## config.mk

```make
export PLATFORM = sky130hd
export DESIGN_NAME = cvxif_result_arbiter
export DESIGN_NICKNAME = d
export VERILOG_FILES = /design/src/rtl/cvxif_result_arbiter.sv
export SDC_FILE = /design/constraint.sdc
export NUM_CORES = 1
export LEC_CHECK = 0
export BUFFER_PORTS_ARGS = -buffer_cell sky130_fd_sc_hd__buf_2
export CAP_MARGIN = 20
export CORE_MARGIN = 8
export CORE_UTILIZATION = 33
export CTS_CLUSTER_DIAMETER = 60
export DETAILED_ROUTE_END_ITERATION = 12
export HOLD_SLACK_MARGIN = 0.08
export PLACE_DENSITY = 0.61
export SLEW_MARGIN = 20
export SYNTH_ARGS = -nofsm -noshare
export SYNTH_HDL_FRONTEND = slang
export SYNTH_SLANG_ARGS = --single-unit
```

## constraint.sdc

```tcl
create_clock -name clk_i -period 4.16 [get_ports clk_i]
set_clock_uncertainty 0.2 [all_clocks]
set_input_delay 0.416 -clock clk_i [delete_from_list [all_inputs] [get_ports clk_i]]
set_output_delay 0.416 -clock clk_i [all_outputs]
set_load 0.01 [all_outputs]
```

## src/rtl/cvxif_result_arbiter.sv

```systemverilog
// rtl/cvxif_result_arbiter.sv - merges two coprocessor result streams into one registered
// CV-X-IF result port, with per-requester FIFOs, round-robin grant and commit-kill squashing.
module cvxif_result_arbiter #(
  parameter int XLEN        = 32,
  parameter int IdWidth     = 4,
  parameter int HartIdWidth = 1,
  parameter int Depth       = 2
) (
  input  logic                        clk_i,
  input  logic                        rst_i,
  input  logic [1:0]                  req_valid_i,
  output logic [1:0]                  req_ready_o,
  input  logic [1:0][HartIdWidth-1:0] req_hartid_i,
  input  logic [1:0][IdWidth-1:0]     req_id_i,
  input  logic [1:0][XLEN-1:0]        req_data_i,
  input  logic [1:0][4:0]             req_rd_i,
  input  logic [1:0]                  req_we_i,
  input  logic                        commit_valid_i,
  input  logic                        commit_kill_i,
  input  logic [IdWidth-1:0]          commit_id_i,
  input  logic [HartIdWidth-1:0]      commit_hartid_i,
  output logic                        result_valid_o,
  input  logic                        result_ready_i,
  output logic [HartIdWidth-1:0]      result_hartid_o,
  output logic [IdWidth-1:0]          result_id_o,
  output logic [XLEN-1:0]             result_data_o,
  output logic [4:0]                  result_rd_o,
  output logic                        result_we_o,
  output logic                        busy_o
);

  localparam int AW = $clog2(Depth);
  localparam int EW = HartIdWidth + IdWidth + XLEN + 5 + 1;

  logic [EW-1:0]          mem [2][Depth];
  logic [1:0][Depth-1:0]  killed, killed_next;
  logic [1:0][AW:0]       wptr, rptr;
  logic                   rr;
  logic                   out_valid;
  logic [EW-1:0]          out_entry;

  logic [1:0] full, empty, head_kill, eligible, push, pop, grant;
  logic       load, kill_cmd;
  logic [AW:0]   cnt;
  logic [AW-1:0] off;

  always_comb begin
    kill_cmd    = commit_valid_i & commit_kill_i;
    full        = '0;
    empty       = '0;
    head_kill   = '0;
    eligible    = '0;
    push        = '0;
    killed_next = killed;
    cnt         = '0;
    off         = '0;
    for (int n = 0; n < 2; n++) begin
      full[n]      = (wptr[n][AW] != rptr[n][AW]) && (wptr[n][AW-1:0] == rptr[n][AW-1:0]);
      empty[n]     = (wptr[n] == rptr[n]);
      head_kill[n] = !empty[n] && killed[n][rptr[n][AW-1:0]];
      eligible[n]  = !empty[n] && !head_kill[n];
      push[n]      = req_valid_i[n] && !full[n];
    end
    load  = !out_valid || result_ready_i;
    grant = 2'b00;
    if (load) begin
      if (&eligible) grant[rr] = 1'b1;
      else           grant = eligible;
    end
    // Killed heads drain on their own without touching the round-robin pointer.
    pop = grant | head_kill;
    for (int n = 0; n < 2; n++) begin
      cnt = wptr[n] - rptr[n];
      for (int i = 0; i < Depth; i++) begin
        off = AW'(i) - rptr[n][AW-1:0];
        if (kill_cmd && ({1'b0, off} < cnt)
            && (mem[n][i][EW-1 -: HartIdWidth] == commit_hartid_i)
            && (mem[n][i][EW-HartIdWidth-1 -: IdWidth] == commit_id_i))
          killed_next[n][i] = 1'b1;
      end
      if (pop[n]) killed_next[n][rptr[n][AW-1:0]] = 1'b0;
      if (push[n])
        killed_next[n][wptr[n][AW-1:0]] = kill_cmd && (req_id_i[n] == commit_id_i)
                                          && (req_hartid_i[n] == commit_hartid_i);
    end
  end

  always_ff @(posedge clk_i) begin
    for (int n = 0; n < 2; n++) begin
      if (push[n])
        mem[n][wptr[n][AW-1:0]] <= {req_hartid_i[n], req_id_i[n], req_data_i[n],
                                    req_rd_i[n], req_we_i[n]};
    end
  end

  always_ff @(posedge clk_i) begin
    if (rst_i) begin
      wptr      <= '0;
      rptr      <= '0;
      killed    <= '0;
      rr        <= 1'b0;
      out_valid <= 1'b0;
      out_entry <= '0;
    end else begin
      for (int n = 0; n < 2; n++) begin
        wptr[n] <= wptr[n] + {{AW{1'b0}}, push[n]};
        rptr[n] <= rptr[n] + {{AW{1'b0}}, pop[n]};
      end
      killed <= killed_next;
      if (load) out_valid <= |grant;
      if (|grant) begin
        out_entry <= mem[grant[1]][rptr[grant[1]][AW-1:0]];
        rr        <= grant[0];
      end
    end
  end

  assign req_ready_o    = ~full;
  assign result_valid_o = out_valid;
  assign {result_hartid_o, result_id_o, result_data_o, result_rd_o, result_we_o} = out_entry;
  assign busy_o         = !(&empty) || out_valid;

endmodule
```

* Word-level counts from Yosys, hierarchy flattened
Memory sizes are Yosys's and may differ from the RTL's. Index checks and enable logic that the tools add are counted.
Storage, ports and cells: register bits 57, bits in writable memories 172, bits of input ports 98, output and inout bits 47, word-level logic and storage cells 151, memories kept 1
Operators by class: $add $sub $neg 10, magnitude comparators 20, eq/ne operators 18, mux-type cells 39, bitwise logic cells 10, reductions and logical operators 44
Memories:
- mem | depth 2, bits a word 86, read ports 3, clocked after memory_dff 0, write ports 2, line 35 | logic [EW-1:0] mem [2][Depth];
Operators by type and width (number):
- 2-to-1 mux 43 bit | 5
- 2-to-1 mux 86 bit | 2
- demux 43 bit (select 1 bit) | 2
- logical AND 1 bit | 31
- equality test 4 bit | 6
- 2-to-1 mux 1 bit | 17
- < comparator 1 x 2 -> 1 bit (second input constant) | 6
- 2-to-1 mux 2 bit | 6
- adder 2 x 1 -> 2 bit | 4
- equality test 1 bit | 8
- logical NOT 1 bit | 8
- < comparator 1 x 2 -> 1 bit | 4
- >= comparator 2 bit (second input constant) | 3
- inverter 1 -> 2 bit | 3
- inverter 2 bit | 3
- demux 1 bit (select 1 bit) | 5
- >= comparator 1 bit (second input constant) | 5
- AND 2 bit | 2
- bitwise mux 2 bit | 2
- equality test 2 bit | 2
- < comparator 2 x 1 -> 1 bit (second input constant) | 2
- AND reduction 2 bit | 2
- subtractor 1 bit (first input constant) | 4
- subtractor 2 bit | 2
- 5 further kinds | 7

* Logic depth before layout (Yosys ltp)
Gate-level depths: netlist (run 1).
word-level depth 14, mapped depth 11, depth with buffers taken out 8

* Worst setup path after synthesis (run 1)
No wires, ideal clock.
path kind reg-to-reg, from register wptr[2] (netlist name), to memory mem[1][0] (netlist name), enable pin, library setup time 0.406 ns, arrival 2.568 ns, data required time 3.554 ns, path slack 0.985 ns, stages on the path, launching flop included 6, path buffers 1, clock period less this slack 3.175 ns, path through dfxtp_1 inv_1 ha_1 buf_1 a21boi_0 ha_1
RTL lines:
- from (decl) | line 37 | logic [1:0][AW:0] wptr, rptr;
- from (signal, indexed assignment) | line 106 | wptr[n] <= wptr[n] + {{AW{1'b0}}, push[n]};
- to (decl) | line 35

* Worst setup path after layout (run 1)
from register wptr[2] (netlist name), to output busy_o
Between the ends: word-level cells in the longest chain between the ends 4
RTL lines:
- equality test 2 bit | line 59 | empty[n] = (wptr[n] == rptr[n]);
- AND reduction 2 bit | line 121 | assign busy_o = !(&empty) || out_valid;
- logical NOT 1 bit | line 121
- logical OR 1 bit | line 121
- to (decl) | line 29 | output logic busy_o
No other way between the ends.

==> results of run 1 <==
-- placed cells by master (no fill, tap or decap), types with 3 or more instances in the layout --
master,count
a22oi_1,4
clkinv_1,7
nand2_1,5
a21oi_1,53
buf_12,3
edfxtp_1,172
nor3_1,3
ha_1,8
o2bb2ai_2,40
xnor2_1,12
xor2_1,23
o2bb2ai_1,3
clkbuf_8,3
clkbuf_16,26
inv_1,9
o21ai_0,4
nor4_1,6
bufinv_16,4
dlygate4sd3_1,87
buf_2,144
nor2b_1,3
nor2_1,11
nand4_1,4
mux2_2,88
a22oi_2,40
buf_4,12
a32o_1,3
clkbuf_1,5
ha_2,4
dfxtp_1,55
a211oi_1,3
-- power breakdown --
part | internal (mW) | total, mW | switching (mW)
combinational | 1.21 | 2.93 | 1.72
clock | 1.44 | 2.33 | 0.882
sequential | 2.96 | 3.16 | 0.200
total | 5.62 | 8.42 | 2.80
-- per-stage QoR --
stage,worst slack [ns],utilization [%],std cells,hold slack [ns],power [mW]
after detailed placement,0.9957,37.22,1128,0.2499,6.131
after global routing,0.7566,43.13,1264,0.1758,8.898
after CTS,0.8664,43.12,1263,0.1343,8.555
after global placement,1.039,37.22,1128,0.2463,6.080
final,0.8791,43.13,1264,0.1571,8.422
after floorplan,0.9852,-,625,0.2715,5.354
-- path summary, 6_finish.rpt --
kind	end	from	slack, ns
setup / recovery	busy_o	wptr[2]$_SDFF_PP0_	0.88
setup reg to reg	rptr[2]$_SDFF_PP0_	rptr[0]$_SDFF_PP0_	1.04
hold reg to reg	out_entry[42]$_SDFFE_PP0P_	out_entry[42]$_SDFFE_PP0P_	0.27
hold / removal	killed[2]$_SDFF_PP0_	req_valid_i[1]	0.16
-- registers in the layout (all words and copies together), names as in the netlist --
| signal | flops |
|---|---|
| mem | 172 |
| out_entry | 43 |
| killed | 4 |
| rptr | 4 |
| wptr | 4 |
| result_valid_o | 1 |
| rr | 1 |
-- cells by family (layout without fill, tap and decap cells) --
kind of cell / after synthesis / in the layout / share of synthesized area, %
flip-flops: 229 / 229 / 63.24
buffers and inverters: 57 / 305 / 3.363
AO/OA/AOI/OAI: 164 / 164 / 16.66
AND/OR/NAND/NOR: 39 / 39 / 2.058
adder cells (fa/ha/maj): 12 / 12 / 1.506
multiplexers: 88 / 88 / 9.937
other: 0 / 1 / 0
XOR/XNOR: 36 / 36 / 3.237
-- what timing repair did --
item / in CTS / in global routing
hold buffers: 87 / 0
hold endpoints to repair: 173 / 0
gates resized for setup: 0 / 0
-- critical path: cells and delay by family, from the launching register on --
kind | cells | cell delay (ns)
adder cells (fa/ha/maj) | 1 | 0.56
flip-flops | 1 | 0.43
buffers and inverters | 3 | 0.46
AND/OR/NAND/NOR | 1 | 0.69
-- per-layer routing --
layer	part of all wire [%]	wire [um]	GRT usage (%)
met3	5.0	1204	2.581
met1	46	11070	17.56
met2	47	11320	21.43
met4	1.5	363	3.157
met5	0	0	0
-- final cells by class --
cell class | count | area (um^2)
sequential | 229 | 6309
antenna | 1 | 2.502
timing repair buffer | 246 | 1742
clock inverter | 14 | 172.7
inverter | 11 | 43.79
multi-input combinational | 339 | 3348
tap | 390 | 488.0
clock buffer | 34 | 710.7
fill | 2686 | 16900
==> flow_summary.json, run 1 <==
{
  "status": "complete, no violations",
  "crit_path_frequent_cell": "inv_1",
  "fp.dieArea_mm2": 0.03604,
  "drt_wl_total_mm": 23.96,
  "synth_edf_count": 172,
  "setup_viol": 0,
  "overflow": 0,
  "p_per_area_mw_per_mm2": 657.1,
  "drc": 0,
  "ys_async_sr_fraction_pct": 0,
  "max-vdd-ir-drop_mv": 0.3700,
  "syn_area_per_cell_um2": 15.96,
  "clockBufferDepth": 3,
  "ys_warn_count": 0,
  "viasPerCell": 4.826,
  "max_slew_margin_pct": 33.27,
  "chipHeight_um": 189.8,
  "place_hpwl_mm": 15.83,
  "tightest_slew_ns": 1.001,
  "portBuffers": 144,
  "critPathArrivalTime_ns": 2.66,
  "syn_inst": 625,
  "post-route-min-period_ns": 3.281,
  "ant_nets": 0,
  "reg2regPathDepth": 7,
  "synth_top_area_share_pct": 51.79,
  "synth_top_cells_by_count": "edfxtp_1 (172), mux2_2 (88), dfxtp_1 (57), a21oi_1 (53)",
  "cts.clk_slew.worst_paths_ns": 0.06,
  "hp-class": "in2reg",
  "grt_pass1_wl_mm": 37.73,
  "postPlaceCellArea_mm2": 0.01106,
  "cpPeakStageDelay_ns": 0.69,
  "yosysMostFrequentCell": "edfxtp_1",
  "grt_usage_pct": 13.08,
  "period_share_pct": 78.87,
  "syn_area_mm2": 0.009972,
  "finalHoldViolCount": 0,
  "drv_cap": 0,
  "drv_slew": 0,
  "rsz0062_at_grt": "false",
  "yosys.area.top_type": "edfxtp_1",
  "hold_depth": 4,
  "critical_path_class": "reg2out",
  "place.gp.congestion": 0.7391,
  "syn_to_final_growth_pct": 28.52,
  "startpoint_type": "flip-flop",
  "critPathSlowestCell": "or4_2",
  "p_leak_nw": 4.601,
  "synth_cell_types": 44,
  "synth_area_leaders": "edfxtp_1 (52%), dfxtp_1 (11%), mux2_2 (9.9%)",
  "ios": 145,
  "antenna_found_initial": 1,
  "synth_ff_type": "edfxtp_1",
  "cts_inserted_buffers": 26,
  "seq_area_frac_synth_pct": 63.24,
  "rows": 63,
  "core_area_mm2": 0.02972,
  "yosys_register_bits": 229,
  "wl_per_cell_um": 18.96,
  "vias": 6100,
  "tns_ns": 0,
  "clk_latency_ns": 0.52,
  "htree_levels": 1,
  "max_freq_mhz": 304.8,
  "grt_pass1_vias": 6672,
  "drive_gt1_share_pct": 43.41,
  "clockRootBuffer": "clkbuf_16",
  "cts.sinks": 229,
  "critical_path_required_ns": 3.54,
  "end_kind": "primary output",
  "cp_max_fo": 11,
  "post_cts_buffers": 0,
  "grt_start_max_net_pins": 49,
  "syn_nets": 735,
  "cp_cell_sequence": "inv_1 -> ha_1 -> inv_1 -> or4_2 -> buf_2",
  "finalInstanceArea_mm2": 0.01282,
  "cts_tree": "done",
  "start_util_pct": 33.56,
  "die_w_um": 189.8,
  "drt_iter0_markers": 305,
  "nets": 963,
  "firstDrtPassIters": 7
}
No activity file was read; power rests on OpenSTA's default activity.
==> inputs of run 2 (changes only) <==
- ABC_AREA: unset -> 1
- PLACE_DENSITY: 0.61 -> 0.63
- clock period: 4.16 -> 2.75 ns (I/O delays scaled with it)
==> flow_summary.json, run 2 <==
{
  "p_total_mw": 14.94,
  "r2r_end": "out_entry[26]$_SDFFE_PP0P_",
  "max_freq_mhz": 407.1,
  "chipHeight_um": 189.0,
  "drt_iter0_markers": 419,
  "ys_warn_count": 0,
  "yosys.area.top_type": "edfxtp_1",
  "ant_nets": 0,
  "tightest_slew_ns": 0.5265,
  "post-route-min-period_ns": 2.457,
  "most-common-layout-cells": "nand2_1 (343), edfxtp_1 (172), buf_2 (144)",
  "drv_slew": 0,
  "clk_latency_ns": 0.52,
  "synth_top_family_by_area": "simple AND/OR/NAND/NOR gates",
  "largest_reg_flops": 172,
  "synthAdderAreaFrac_pct": 1.521,
  "firstDrtPassIters": 5,
  "core_area_mm2": 0.02956,
  "synth_top_area_share_pct": 52.31,
  "grt_start_max_net_pins": 57,
  "synth_area_leaders": "edfxtp_1 (52%), nand2_1 (13%), dfxtp_1 (12%)",
  "drc": 0,
  "n_antenna_cell": 0,
  "grt_pass1_vias": 7637,
  "synth_cell_types": 31,
  "rows": 63,
  "critical_path_required_ns": 3.02,
  "dr_wl_met3_mm": 1.231,
  "dr_wl_met2_mm": 13.01,
  "critPathArrivalTime_ns": 2.73,
  "hp-start": "rst_i",
  "drt_wl_total_mm": 26.38,
  "startpoint_type": "flip-flop",
  "clockBufferDepth": 3,
  "p_leak_nw": 5.753,
  "viasPerCell": 4.500,
  "syn_nets": 1140,
  "syn_area_per_cell_um2": 9.586,
  "fp.dieArea_mm2": 0.03571,
  "synth_top_cells_by_count": "nand2_1 (344), edfxtp_1 (172), nand3_1 (140), nor2_1 (110), inv_1 (78)",
  "cts.clk_slew.worst_paths_ns": 0.06,
  "finalInstanceArea_mm2": 0.01293,
  "hp-class": "in2reg",
  "layout_commonest_cell": "nand2_1",
  "r2r-start": "wptr[0]$_SDFF_PP0_",
  "syn_inst": 1030,
  "drive_gt1_share_pct": 17.53,
  "yosysMostFrequentCell": "nand2_1",
  "start_util_pct": 33.40,
  "yosys_register_bits": 229,
  "nets": 1377,
  "synth_compound_area_share_pct": 1.800,
  "met1Wirelength_mm": 11.63,
  "seq_area_frac_synth_pct": 63.87,
  "wl_per_cell_um": 15.71,
  "portBuffers": 144,
  "antenna_found_initial": 0,
  "end_kind": "flip-flop",
  "place_hpwl_mm": 16.86,
  "drv_cap": 0,
  "cts_inserted_buffers": 28,
  "syn_to_final_growth_pct": 30.97,
  "synth_mux_area_share_pct": 0,
  "cp_max_fo": 21,
  "preCtsSetupSlack_ns": 0.2725,
  "ys_async_sr_fraction_pct": 0,
  "clockRootBuffer": "clkbuf_16",
  "critical_path_class": "reg2reg",
  "vias": 7555,
  "max-vdd-ir-drop_mv": 0.9767,
  "synth_edf_count": 172,
  "period_share_pct": 89.33,
  "htree_levels": 1,
  "ios": 145,
  "worst_slack_ns": 0.2935,
  "rsz0062_at_grt": "false",
  "stdcell_count": 1679,
  "top_layer": "met4",
  "postPlaceCellArea_mm2": 0.01112,
  "r2r_slack_ns": 0.29,
  "grt_pass1_wl_mm": 41.77,
  "overflow": 0,
  "syn_area_mm2": 0.009873,
  "reg2regPathDepth": 12,
  "max_slew_margin_pct": 64.90,
  "setup_viol": 0,
  "status": "complete, no violations",
  "synthXorXnorAreaFrac_pct": 1.508,
  "min_to": "out_entry[20]$_SDFFE_PP0P_",
  "p_per_area_mw_per_mm2": 1156,
  "hold_depth": 4,
  "synth_ff_type": "edfxtp_1",
  "grt_usage_pct": 14.62,
  "finalHoldViolCount": 0,
  "dpl.cell_count": 1538,
  "tns_ns": 0,
  "cts.sinks": 229,
  "die_w_um": 189.0,
  "place.gp.congestion": 0.8458,
  "synthSimpleGateAreaFrac_pct": 25.50,
  "cts_tree": "done"
}
## run 2: timing repair
action / in CTS / in global routing
setup buffers: 0 / 0
hold buffers: 89 / 0
resized for setup: 0 / 0
endpoints found under the hold margin: 177 / 0
## run 2: cells by family (layout without fill, tap and decap cells)
logic type	Yosys count	in the layout
buffers and inverters	131	390
and+or+nand+nor	610	610
adders and majority gates	12	12
xor gates and xnor gates	17	17
AOI/OAI and AO/OA	31	31
DFF	229	229
## run 2: worst max path at each step
stage | end | cells past startpoint | start
2_1_floorplan | mem[0][0]$_DFFE_PP_ | 6 | wptr[0]$_SDFF_PP0_
3_3_place_gp | rptr[3]$_SDFF_PP0_ | 10 | wptr[0]$_SDFF_PP0_
3_5_place_dp | rptr[3]$_SDFF_PP0_ | 10 | wptr[0]$_SDFF_PP0_
4_1_cts | rptr[3]$_SDFF_PP0_ | 10 | wptr[0]$_SDFF_PP0_
5_1_grt | out_entry[19]$_SDFFE_PP0P_ | 12 | wptr[0]$_SDFF_PP0_
6_report | out_entry[26]$_SDFFE_PP0P_ | 12 | wptr[0]$_SDFF_PP0_
## run 2: metal layers
metal / vias to the layer above / GRT usage, %
li1: 3844 / -
met1: 3490 / 18.05
met2: 181 / 25.83
met3: 40 / 2.649
met4: 0 / 3.999
met5: - / 0
## run 2: power by group
group	leakage, nW	internal [mW]	switching (mW)
combinational	3.22	2.19	4.34
sequential	2.08	4.52	0.290
clock	0.451	2.25	1.36
## run 2: final cells by class
class	count	area, um^2
Sequential cell	229	6306
Clock buffer	40	777.0
Tap cell	390	488.0
Multi-Input combinational cell	670	3022
Inverter	78	292.8
Clock inverter	12	143.9
Fill cell	2826	16630
Timing Repair Buffer	260	1902
## run 2: through the flow
stage | util, % | hold WS [ns]
finish | 43.75 | 0.1007
floorplan | - | 0.1739
global placement | 37.62 | 0.2630
global route | 43.75 | 0.1179
detailed placement | 37.62 | 0.2661
CTS | 43.75 | 0.08728
## run 2: critical path: stages (launching register included)
cell	delay (ns)
dfxtp_1	0.38
inv_1	0.10
ha_1	0.30
nand3_1	0.23
nand3_4	0.17
buf_4	0.27
nand3_1	0.12
nand2_2	0.14
buf_12	0.19
nand2_1	0.07
nand3_1	0.07
nand2_1	0.07
inv_1	0.06
